==> src/rtl/result_display8bit_pkg.sv <==
// rtl/result_display8bit_pkg.sv - shared calculator display types and glyph table
package result_display8bit_pkg;

    // Handshake state: IDLE accepts a result, SETTLE holds it until both digits were shown
    typedef enum logic {
        IDLE   = 1'b0,
        SETTLE = 1'b1
    } state_t;

    // All segments dark (active-low)
    localparam logic [6:0] SEG_OFF = 7'h7F;

    // Hex glyphs, {g,f,e,d,c,b,a}, active-low; b and d are lowercase
    localparam logic [6:0] HEX_SEG [16] = '{
        7'h40, 7'h79, 7'h24, 7'h30,
        7'h19, 7'h12, 7'h02, 7'h78,
        7'h00, 7'h10, 7'h08, 7'h03,
        7'h46, 7'h21, 7'h06, 7'h0E
    };

endpackage

==> src/rtl/result_display8bit_hex_to_seg7.sv <==
// rtl/result_display8bit_hex_to_seg7.sv - combinational hex nibble to active-low 7-segment glyph
module hex_to_seg7
    import result_display8bit_pkg::*;
(
    input  logic [3:0] hex_i,
    output logic [6:0] seg_o
);

    // Table lookup into the shared glyph ROM
    always_comb begin
        seg_o = HEX_SEG[hex_i];
    end

endmodule

==> src/rtl/result_display8bit.sv <==
// rtl/result_display8bit.sv - latches an 8-bit result and scans it onto two hex digits
module result_display8bit
    import result_display8bit_pkg::*;
#(
    parameter int REFRESH_DIV = 50000
) (
    input  logic       clk,
    input  logic       reset,
    input  logic [7:0] result_in,
    input  logic       result_valid,
    output logic       result_ready,
    input  logic       blank_lz,
    output logic [6:0] seg,
    output logic [1:0] an
);

    localparam int                 CNT_W    = $clog2(REFRESH_DIV);
    localparam logic [CNT_W-1:0]   CNT_LAST = CNT_W'(REFRESH_DIV - 1);

    logic [CNT_W-1:0] cnt_q;
    logic             digit_q;      // digit loaded at the next wrap
    state_t           state_q;
    logic             settle_wrap_q; // one qualifying wrap already seen in SETTLE
    logic [7:0]       disp_q;
    logic             ready_q;
    logic [6:0]       seg_q;
    logic [1:0]       an_q;

    logic             wrap;
    logic             accept;
    logic [3:0]       nibble;
    logic             blank_d;
    logic [6:0]       glyph;

    assign wrap    = (cnt_q == CNT_LAST);
    assign accept  = result_valid & ready_q;
    assign nibble  = digit_q ? disp_q[7:4] : disp_q[3:0];
    assign blank_d = digit_q & blank_lz & (disp_q[7:4] == 4'h0);

    hex_to_seg7 u_hex (
        .hex_i (nibble),
        .seg_o (glyph)
    );

    // Slot timer: wraps every REFRESH_DIV cycles and flips the digit to be loaded next
    always_ff @(posedge clk or posedge reset) begin
        if (reset) begin
            cnt_q   <= '0;
            digit_q <= 1'b0;
        end else if (wrap) begin
            cnt_q   <= '0;
            digit_q <= ~digit_q;
        end else begin
            cnt_q   <= cnt_q + CNT_W'(1);
        end
    end

    // Output registers reload only on a wrap; the old disp_q is used if an accept coincides
    always_ff @(posedge clk or posedge reset) begin
        if (reset) begin
            seg_q <= SEG_OFF;
            an_q  <= 2'b11;
        end else if (wrap) begin
            if (blank_d) begin
                seg_q <= SEG_OFF;
                an_q  <= 2'b11;
            end else begin
                seg_q <= glyph;
                an_q  <= digit_q ? 2'b01 : 2'b10;
            end
        end
    end

    // Handshake FSM: take a result, then refuse new ones until two later wraps have shown it
    always_ff @(posedge clk or posedge reset) begin
        if (reset) begin
            state_q       <= IDLE;
            ready_q       <= 1'b1;
            disp_q        <= 8'h00;
            settle_wrap_q <= 1'b0;
        end else begin
            case (state_q)
                IDLE: begin
                    if (accept) begin
                        disp_q        <= result_in;
                        ready_q       <= 1'b0;
                        settle_wrap_q <= 1'b0;
                        state_q       <= SETTLE;
                    end
                end
                SETTLE: begin
                    if (wrap) begin
                        if (settle_wrap_q) begin
                            ready_q <= 1'b1;
                            state_q <= IDLE;
                        end else begin
                            settle_wrap_q <= 1'b1;
                        end
                    end
                end
                default: begin
                    state_q <= IDLE;
                    ready_q <= 1'b1;
                end
            endcase
        end
    end

    assign result_ready = ready_q;
    assign seg          = seg_q;
    assign an           = an_q;

endmodule

==> config.mk <==
export PLATFORM = sky130hd
export DESIGN_NAME = result_display8bit
export DESIGN_NICKNAME = d
export VERILOG_FILES = /design/src/rtl/result_display8bit_pkg.sv /design/src/rtl/result_display8bit_hex_to_seg7.sv /design/src/rtl/result_display8bit.sv
export SDC_FILE = /design/constraint.sdc
export NUM_CORES = 1
export LEC_CHECK = 0
export CORE_MARGIN = 10
export CORE_UTILIZATION = 55
export CTS_BUF_LIST = sky130_fd_sc_hd__clkbuf_8
export CTS_CLUSTER_SIZE = 12
export DETAILED_ROUTE_END_ITERATION = 8
export GPL_TIMING_DRIVEN = 0
export HOLD_SLACK_MARGIN = 0.06
export PLACE_DENSITY_LB_ADDON = 0.15
export SETUP_SLACK_MARGIN = 0.1
export SYNTH_ARGS = -nofsm -noshare
export SYNTH_HDL_FRONTEND = slang
export SYNTH_SLANG_ARGS = --single-unit
==> constraint.sdc <==
create_clock -name clk -period 2.2 [get_ports clk]
set_clock_uncertainty 0.15 [all_clocks]
set_input_delay 0.22 -clock clk [delete_from_list [all_inputs] [get_ports clk]]
set_output_delay 0.22 -clock clk [all_outputs]
set_load 0.02 [all_outputs]
==> results of run 1 <==
==> kinds of logic (layout without fill, tap and decap cells) <==
logic type / count (synthesis) / after routing / share of synthesized area
multiplexers: 19 / 19 / 0.128
AND/OR/NAND/NOR: 59 / 59 / 0.163
adder cells (fa/ha/maj): 7 / 7 / 0.0458
buffers and inverters: 12 / 48 / 0.0373
XOR/XNOR: 16 / 16 / 0.0733
AO/OA/AOI/OAI: 17 / 17 / 0.0622
flip-flops: 37 / 37 / 0.491
==> path summary, 6_finish.rpt <==
| check | to | slack, ns | cells after the start |
|---|---|---|---|
| hold reg to reg | cnt_q[11]$_DFF_PP0_ | 0.35 | 1 |
| setup / recovery | seg[3]$_DFFE_PP1N_ | 0.14 | 8 |
| setup reg to reg | seg[3]$_DFFE_PP1N_ | 0.14 | 8 |
| max in group asynchronous | digit_q$_DFFE_PP0N_ | 1.19 | 2 |
| min in group clk | cnt_q[11]$_DFF_PP0_ | 0.35 | 1 |
| hold / removal | cnt_q[2]$_DFF_PP0_ | 0.23 | 2 |
==> worst register-to-register path, cell delays in order (launching register included) <==
cell and delay, ns:
dfrtp_1 0.39, buf_8 0.14, mux2i_4 0.19, buf_6 0.14, ha_4 0.24, inv_1 0.05, mux4_2 0.50, nor2_4 0.13
a21oi_2 0.06
==> layer usage <==
layer / GRT usage / part of all wire / vias to the layer above
met5: 0 / 0 / -
met4: 0.0448 / 0.014 / 0
met3: 0.0417 / 0.038 / 6
met2: 0.240 / 0.53 / 21
met1: 0.145 / 0.42 / 675
li1: - / - / 662
==> metrics by stage <==
step | worst slack [ns] | cells | hold WS, ns | area (sq um)
final | 0.140 | 249 | 0.234 | 2390
after global routing | 0.0936 | 249 | 0.306 | 2390
after CTS | 0.115 | 246 | 0.352 | 2330
after detailed placement | -0.184 | 234 | 0.337 | 2180
after global placement | -0.0973 | 234 | 0.336 | 2180
after floorplan | 0.131 | 167 | 0.222 | 1910
==> power by group <==
| part | switching (mW) | internal (mW) |
|---|---|---|
| combinational | 0.0940 | 0.112 |
| clock | 0.230 | 0.283 |
| sequential | 0.0238 | 0.702 |
| total | 0.348 | 1.10 |
==> layout make-up <==
type | count | area [sq um]
buffer | 7 | 56.3
multi-input combinational | 118 | 947
inverter | 5 | 18.8
tap | 46 | 57.6
clock buffer | 7 | 96.3
fill | 247 | 947
sequential | 37 | 938
clock inverter | 1 | 5.00
timing repair buffer | 28 | 270
==> state kept, by name, summed over array words and instances (netlist names) <==
name / flops
disp_q: 8
settle_wrap_q: 1
seg: 7
cnt_q: 16
an: 2
digit_q: 1
state_q: 1
result_ready: 1
==> repair_timing <==
action,CTS,global route
resized for setup,3,7
hold buffers,0,0
setup endpoints to repair,3,2
buffers inserted,4,3
pin swaps,0,1
==> layout by cell type (no fill, tap or decap), types with 4 or more instances in the layout <==
cell type        synthesis  layout
a21oi_1                  5       4
a31oi_1                  7       7
buf_4                    2       7
clkbuf_8                 0       7
clkdlybuf4s50_1          0      21
dfrtp_1                 27      27
dfstp_2                 10      10
ha_1                     7       6
inv_1                    5       4
mux2_2                   9       9
nand2_1                  7       7
nand3_1                  6       6
nand4_1                  5       5
nor2_1                  21      20
xnor2_1                  8       8
xor2_1                   8       8
==> results.toml, run 1 <==
[outcome]
status = "complete, no violations"

[detailed_routing]
finalWirelength_mm = 3.92
wl_per_cell_um = 15.7
vias = 1364
first_pass_iters = 4
antenna_left = 0
route.detailed.drc = 0
via_per_inst = 5.48
drt_iter0_markers = 33

[yosys]
synth_top_area_share = 0.353
yosysMostFrequentCell = "dfrtp_1"
syn_nets = 186
syn_inst = 167
synth-edff-count = 0
synth_warnings = 0
async_flop_share = 1.00
synth-seq-area-share = 0.491
synth-main-ff-cell = "dfrtp_1"
ys_ff_latch = 37
yosysTopAreaCell = "dfrtp_1"
syn-cell-area_sq_um = 1910
synth.distinct_cells = 37
synth_top_cells_by_area = "dfrtp_1 (35%), dfstp_2 (14%), mux2_2 (5.3%)"
syn-mean-instance-area_sq_um = 11.4
synthTopCellsByCount = "dfrtp_1 (27), nor2_1 (21), dfstp_2 (10), mux2_2 (9)"

[clocking]
cts_root_buffer = "clkbuf_8"
cts_max_level = 2
cts.sinks = 37
clk_latency_ns = 0.28
numCtsBuffers = 5
cts_tree = "done"
clkTransAtPathRegs_ns = 0.07
clockBufferDepth = 2

[placement]
portBuffers = 21
gp_congestion = 0.845
hpwlAfterDp_mm = 2.83

[die]
io_pins = 22
start_util = 0.573
die_w_um = 79.0
rows = 21
dieArea_sq_um = 6230
fp.dieH_um = 79.0
coreArea_sq_um = 3340

[sta]
hold_violations = 0
finalCritPeriodShare = 0.936
relSlewSlack = 0.503
fmax_ghz = 0.485
drv_slew = 0
rsz0062_at_grt = "no"
setup-tns-final_ns = 0
setup_viol = 0
post-route-min-period_ns = 2.06
worst-slew-pin-transition_ns = 0.744

[worst_setup_path]
worstPathCellList = "buf_8, mux2i_4, buf_6, ha_4, inv_1, mux4_2, nor2_4, a21oi_2"
crit_path_start_kind = "flop"
cp_top_family = "multiplexers"
path_max_fanout = 7
crit_slowest_cell = "mux4_2"
required_ns = 2.27
cp_num_buf_inv = 3
crit_start = "digit_q$_DFFE_PP0N_"
r2r-start = "digit_q$_DFFE_PP0N_"
max_stage_delay_ns = 0.50
worstSetupPathType = "reg2reg"
arrival_ns = 2.13
endpoint_kind = "flop"

[power_and_ir_drop]
power_mw = 1.44
max-vdd-ir-drop_v = 0.000415
power_density_nw_per_um2 = 605
cellLeakagePower_nw = 1.05

[finish]
drive_above_1_share = 0.261
final_util = 0.716
syn_to_final_growth_pct = 25.0
fin_nets = 221
antenna-diode-count = 0

[global_routing]
grt_pass1_vias = 1418
antenna_found_initial = 0
track_usage = 0.133
grt_max_degree = 38
grt_first_pass_wirelength_mm = 6.73
grt-ovfl-total = 0

[worst_hold_path]
hp-class = "in2async"

[flow_run]
maxCapViolCount = 0
(Power assumes the default switching activity.)
==> run 2, diff against run 1 <==
Settings changed: RECOVER_POWER set to 25.
==> run 2 against run 1 <==
  * Final cell count unchanged
  * Total power about the same
  * Final area unchanged
  * Sequential power about the same
  * Critical endpoint unchanged
  * Die area unchanged
  * Critical path depth unchanged
  * Global-route usage unchanged
  * First-iteration DRC count unchanged
==> results.toml, run 2 (same netlist as run 1, synthesis figures left out) <==
[outcome]
status = "complete, no violations"

[detailed_routing]
finalWirelength_mm = 3.92
antenna_left = 0
vias = 1364
drt_iter0_markers = 33
first_pass_iters = 4
route.detailed.drc = 0
via_per_inst = 5.48
wl_per_cell_um = 15.7

[global_routing]
grt_first_pass_wirelength_mm = 6.73
grt_use_met3 = 0.0417
grt-ovfl-total = 0
grt_pass1_vias = 1418
track_usage = 0.133
antenna_found_initial = 0
grt_max_degree = 38
use_met2 = 0.240
busiest_layer = "met2"
met1_usage = 0.145

[finish]
largest_register_ffs = 16
top_register = "cnt_q"
final_util = 0.716
fin_nets = 221
n_fill_cell = 247
final_common_cell = "dfrtp_1"
drive_above_1_share = 0.256
antenna-diode-count = 0
final_cell_mix = "dfrtp_1 (27), nor2_1 (20), clkdlybuf4s50_1 (20)"
syn_to_final_growth_pct = 25.0

[sta]
setup-tns-final_ns = 0
finalCritPeriodShare = 0.936
rsz0062_at_grt = "no"
post-route-min-period_ns = 2.06
hold_slack_ns = 0.354
hold_violations = 0
drv_slew = 0
fmax_ghz = 0.485
worst-slew-pin-transition_ns = 1.36
fin_ws_ns = 0.140
setup_viol = 0
relSlewSlack = 0.0955

[worst_setup_path]
crit_path_start_kind = "flop"
worstSetupPathType = "reg2reg"
arrival_ns = 2.13
required_ns = 2.27
path_max_fanout = 7
endpoint_kind = "flop"

[clocking]
cts_tree = "done"
clk_latency_ns = 0.28
clkTransAtPathRegs_ns = 0.07
ctsHoldBuffers = 0
numCtsBuffers = 5
clockBufferDepth = 2
cts_max_level = 2
cts_root_buffer = "clkbuf_8"
cts.sinks = 37

[worst_hold_path]
hp-class = "reg2reg"

[power_and_ir_drop]
pwr-share-seq = 0.503
swShare = 0.241
max-vdd-ir-drop_v = 0.000415
intPower_mw = 1.10
switchingPower_mw = 0.348
power_mw = 1.44
power_density_nw_per_um2 = 604
cellLeakagePower_nw = 1.05
combPwrFrac = 0.142
pwr-share-clk = 0.355

[flow_run]
maxCapViolCount = 0

[placement]
place_ws_ns = -0.184
gp_congestion = 0.845
hpwlAfterDp_mm = 2.83
portBuffers = 21

[die]
io_pins = 22
start_util = 0.573
rows = 21
coreArea_sq_um = 3340
die_w_um = 79.0
fp.dieH_um = 79.0
dieArea_sq_um = 6230
[run 2: layer usage]
metal	wire length, um	vias to the layer above
met4	53	0
met1	1630	675
met3	147	6
met2	2090	21
li1	-	662
met5	0	-
[run 2: per-stage QoR]
stage | instance area, sq um | std cells
6_report | 2390 | 249
2_1_floorplan | 1910 | 167
3_3_place_gp | 2180 | 234
4_1_cts | 2330 | 246
3_5_place_dp | 2180 | 234
5_1_grt | 2390 | 249
[run 2: cell type report]
type / instances / area, sq um / area share
clock inverters: 1 / 5.00 / 0.00209
well taps: 46 / 57.6 / 0.0241
clock buffers: 7 / 96.3 / 0.0403
repair buffers: 28 / 270 / 0.113
plain buffers: 7 / 56.3 / 0.0236
multi-input cells: 118 / 947 / 0.396
flip-flops and latches: 37 / 938 / 0.393
inverters: 5 / 18.8 / 0.00785
[run 2: final timing paths]
kind | depth (start not counted) | slack, ns | from | end
setup reg to reg | 8 | 0.14 | digit_q$_DFFE_PP0N_ | seg[3]$_DFFE_PP1N_
hold reg to reg | 1 | 0.35 | cnt_q[11]$_DFF_PP0_ | cnt_q[11]$_DFF_PP0_
min in group asynchronous | 2 | 0.61 | reset | cnt_q[2]$_DFF_PP0_
max in group asynchronous | 2 | 0.49 | reset | digit_q$_DFFE_PP0N_
hold / removal | 1 | 0.35 | cnt_q[11]$_DFF_PP0_ | cnt_q[11]$_DFF_PP0_
setup / recovery | 8 | 0.14 | digit_q$_DFFE_PP0N_ | seg[3]$_DFFE_PP1N_
[run 2: power groups by stage]
stage,Combinational [mW],Clock (mW),Sequential (mW)
after floorplan,0.129,0,0.729
after global placement,0.164,0,0.732
after detailed placement,0.172,0,0.735
after CTS,0.189,0.522,0.726
after global routing,0.225,0.554,0.729
final,0.205,0.513,0.726
[run 2: worst max-delay path, stage by stage (launching register included)]
cell,delay (ns)
dfrtp_1,0.39
buf_8,0.14
mux2i_4,0.19
buf_6,0.14
ha_4,0.24
inv_1,0.05
mux4_2,0.50
nor2_4,0.13
a21oi_2,0.06
[run 2: repair_timing]
item,4_1_cts,5_1_grt
setup endpoints to repair,3,2
buffers inserted,4,3
endpoints found under the hold margin,0,0
gates resized for setup,3,7
pin swaps,0,1
cloned,0,0
==> run 3, diff against run 2 <==
Settings changed: CORE_MARGIN 10 to 1.
==> run 3 against run 2 <==
  * Global-route usage up 9.3 points
  * Routed wire length down 9.7%
  * Worst setup slack worse by 0.014 ns
  * Worst hold slack about the same
  * Largest cell class is now sequential cells
  * Critical path depth unchanged
  * Flip-flop and latch count unchanged
  * Highest routed layer unchanged
==> results.toml, run 3 (same netlist as run 1, synthesis figures left out) <==
[outcome]
status = "complete, no violations"

[worst_setup_path]
cp_top_family = "multiplexers"
arrival_ns = 2.13
crit_slowest_cell = "mux4_2"
crit_path_start_kind = "flop"
worstPathCellList = "buf_8, mux2i_4, buf_6, ha_1, inv_1, mux4_2, nor2_1, a21oi_1"
max_stage_delay_ns = 0.44
endpoint_kind = "flop"
path_max_fanout = 8
worstSetupPathType = "reg2reg"
required_ns = 2.26
cp_num_buf_inv = 3

[finish]
fin_nets = 219
final_common_cell = "dfrtp_1"
top_register = "cnt_q"
final_cell_mix = "dfrtp_1 (27), nor2_1 (21), clkdlybuf4s50_1 (20)"
final_util = 0.699
largest_register_ffs = 16
antenna-diode-count = 0
syn_to_final_growth_pct = 22.1
drive_above_1_share = 0.229

[sta]
finalCritPeriodShare = 0.943
hold_violations = 0
setup_viol = 0
rsz0062_at_grt = "no"
worst-slew-pin-transition_ns = 1.34
hold_slack_ns = 0.354
drv_slew = 0
fmax_ghz = 0.482
post-route-min-period_ns = 2.07
fin_ws_ns = 0.126
relSlewSlack = 0.104

[detailed_routing]
wl_per_cell_um = 14.3
drt_iter0_markers = 77
finalWirelength_mm = 3.54
vias = 1343
antenna_left = 0
via_per_inst = 5.44
first_pass_iters = 4
route.detailed.drc = 0

[global_routing]
track_usage = 0.226
grt_pass1_vias = 1340
grt-ovfl-total = 0
grt_first_pass_wirelength_mm = 5.94
antenna_found_initial = 0
grt_max_degree = 38

[placement]
hpwlAfterDp_mm = 2.57
place_ws_ns = -0.203
portBuffers = 21
gp_congestion = 0.863

[die]
dieArea_sq_um = 3720
die_w_um = 61.0
fp.dieH_um = 61.0
coreArea_sq_um = 3340
rows = 21
io_pins = 22
start_util = 0.573

[clocking]
clockBufferDepth = 2
clk_latency_ns = 0.29
numCtsBuffers = 5
clkTransAtPathRegs_ns = 0.07
cts_root_buffer = "clkbuf_8"
cts_max_level = 2
cts.sinks = 37
ctsHoldBuffers = 0
cts_tree = "done"

[worst_hold_path]
hp-class = "reg2reg"

[power_and_ir_drop]
cellLeakagePower_nw = 1.03
power_density_nw_per_um2 = 580
max-vdd-ir-drop_v = 0.000426

[flow_run]
maxCapViolCount = 0
run 3: tightest hold or removal path: stages, from the launching register on:
cell and delay, ns:
dfstp_2 0.37, nor2_1 0.09, a31oi_1 0.05
run 3: cell type report:
cell class | instances | area, sq um
fillers | 276 | 1000
clock inverters | 3 | 12.5
well taps | 46 | 57.6
repair buffers | 26 | 255
multi-input cells | 118 | 926
flip-flops and latches | 37 | 938
plain buffers | 7 | 56.3
inverters | 5 | 18.8
clock buffers | 5 | 68.8
run 3: final timing paths:
check                               startpoint               endpoint  slack [ns]  depth (start not counted)
setup / recovery           digit_q$_DFFE_PP0N_     seg[3]$_DFFE_PP1N_        0.13                          8
hold / removal              seg[4]$_DFFE_PP1N_     seg[4]$_DFFE_PP1N_        0.35                          2
setup reg to reg           digit_q$_DFFE_PP0N_     seg[3]$_DFFE_PP1N_        0.13                          8
hold reg to reg             seg[4]$_DFFE_PP1N_     seg[4]$_DFFE_PP1N_        0.35                          2
max in group asynchronous                reset  disp_q[4]$_DFFE_PP0P_        0.50                          2
min in group asynchronous                reset    cnt_q[12]$_DFF_PP0_        0.60                          2
run 3: where the power goes:
group	switching, mW	total [mW]	internal (mW)
combinational	0.0859	0.187	0.102
sequential	0.0234	0.726	0.702
clock	0.227	0.439	0.213
run 3: layer usage:
metal	global-route usage	share of wire	wire, um	vias up
li1	-	-	-	656
met1	0.257	0.40	1420	657
met2	0.403	0.55	1950	23
met3	0.0597	0.031	110	7
met4	0.0942	0.018	63	0
met5	0	0	0	-
run 3: through the flow:
stage | power [mW] | setup TNS (ns) | std cells | cell area [sq um]
after global routing | 1.41 | 0 | 247 | 2330
after floorplan | 0.858 | 0 | 167 | 1910
after CTS | 1.36 | 0 | 244 | 2300
after detailed placement | 0.908 | -0.378 | 234 | 2180
final | 1.35 | 0 | 247 | 2330
after global placement | 0.896 | -0.187 | 234 | 2180
run 3: repair_timing:
item | 4_1_cts | 5_1_grt
endpoints found under the hold margin | 0 | 0
endpoints found under the setup margin | 4 | 2
resized for setup | 3 | 4
buffers inserted | 2 | 3
pin swaps | 0 | 1
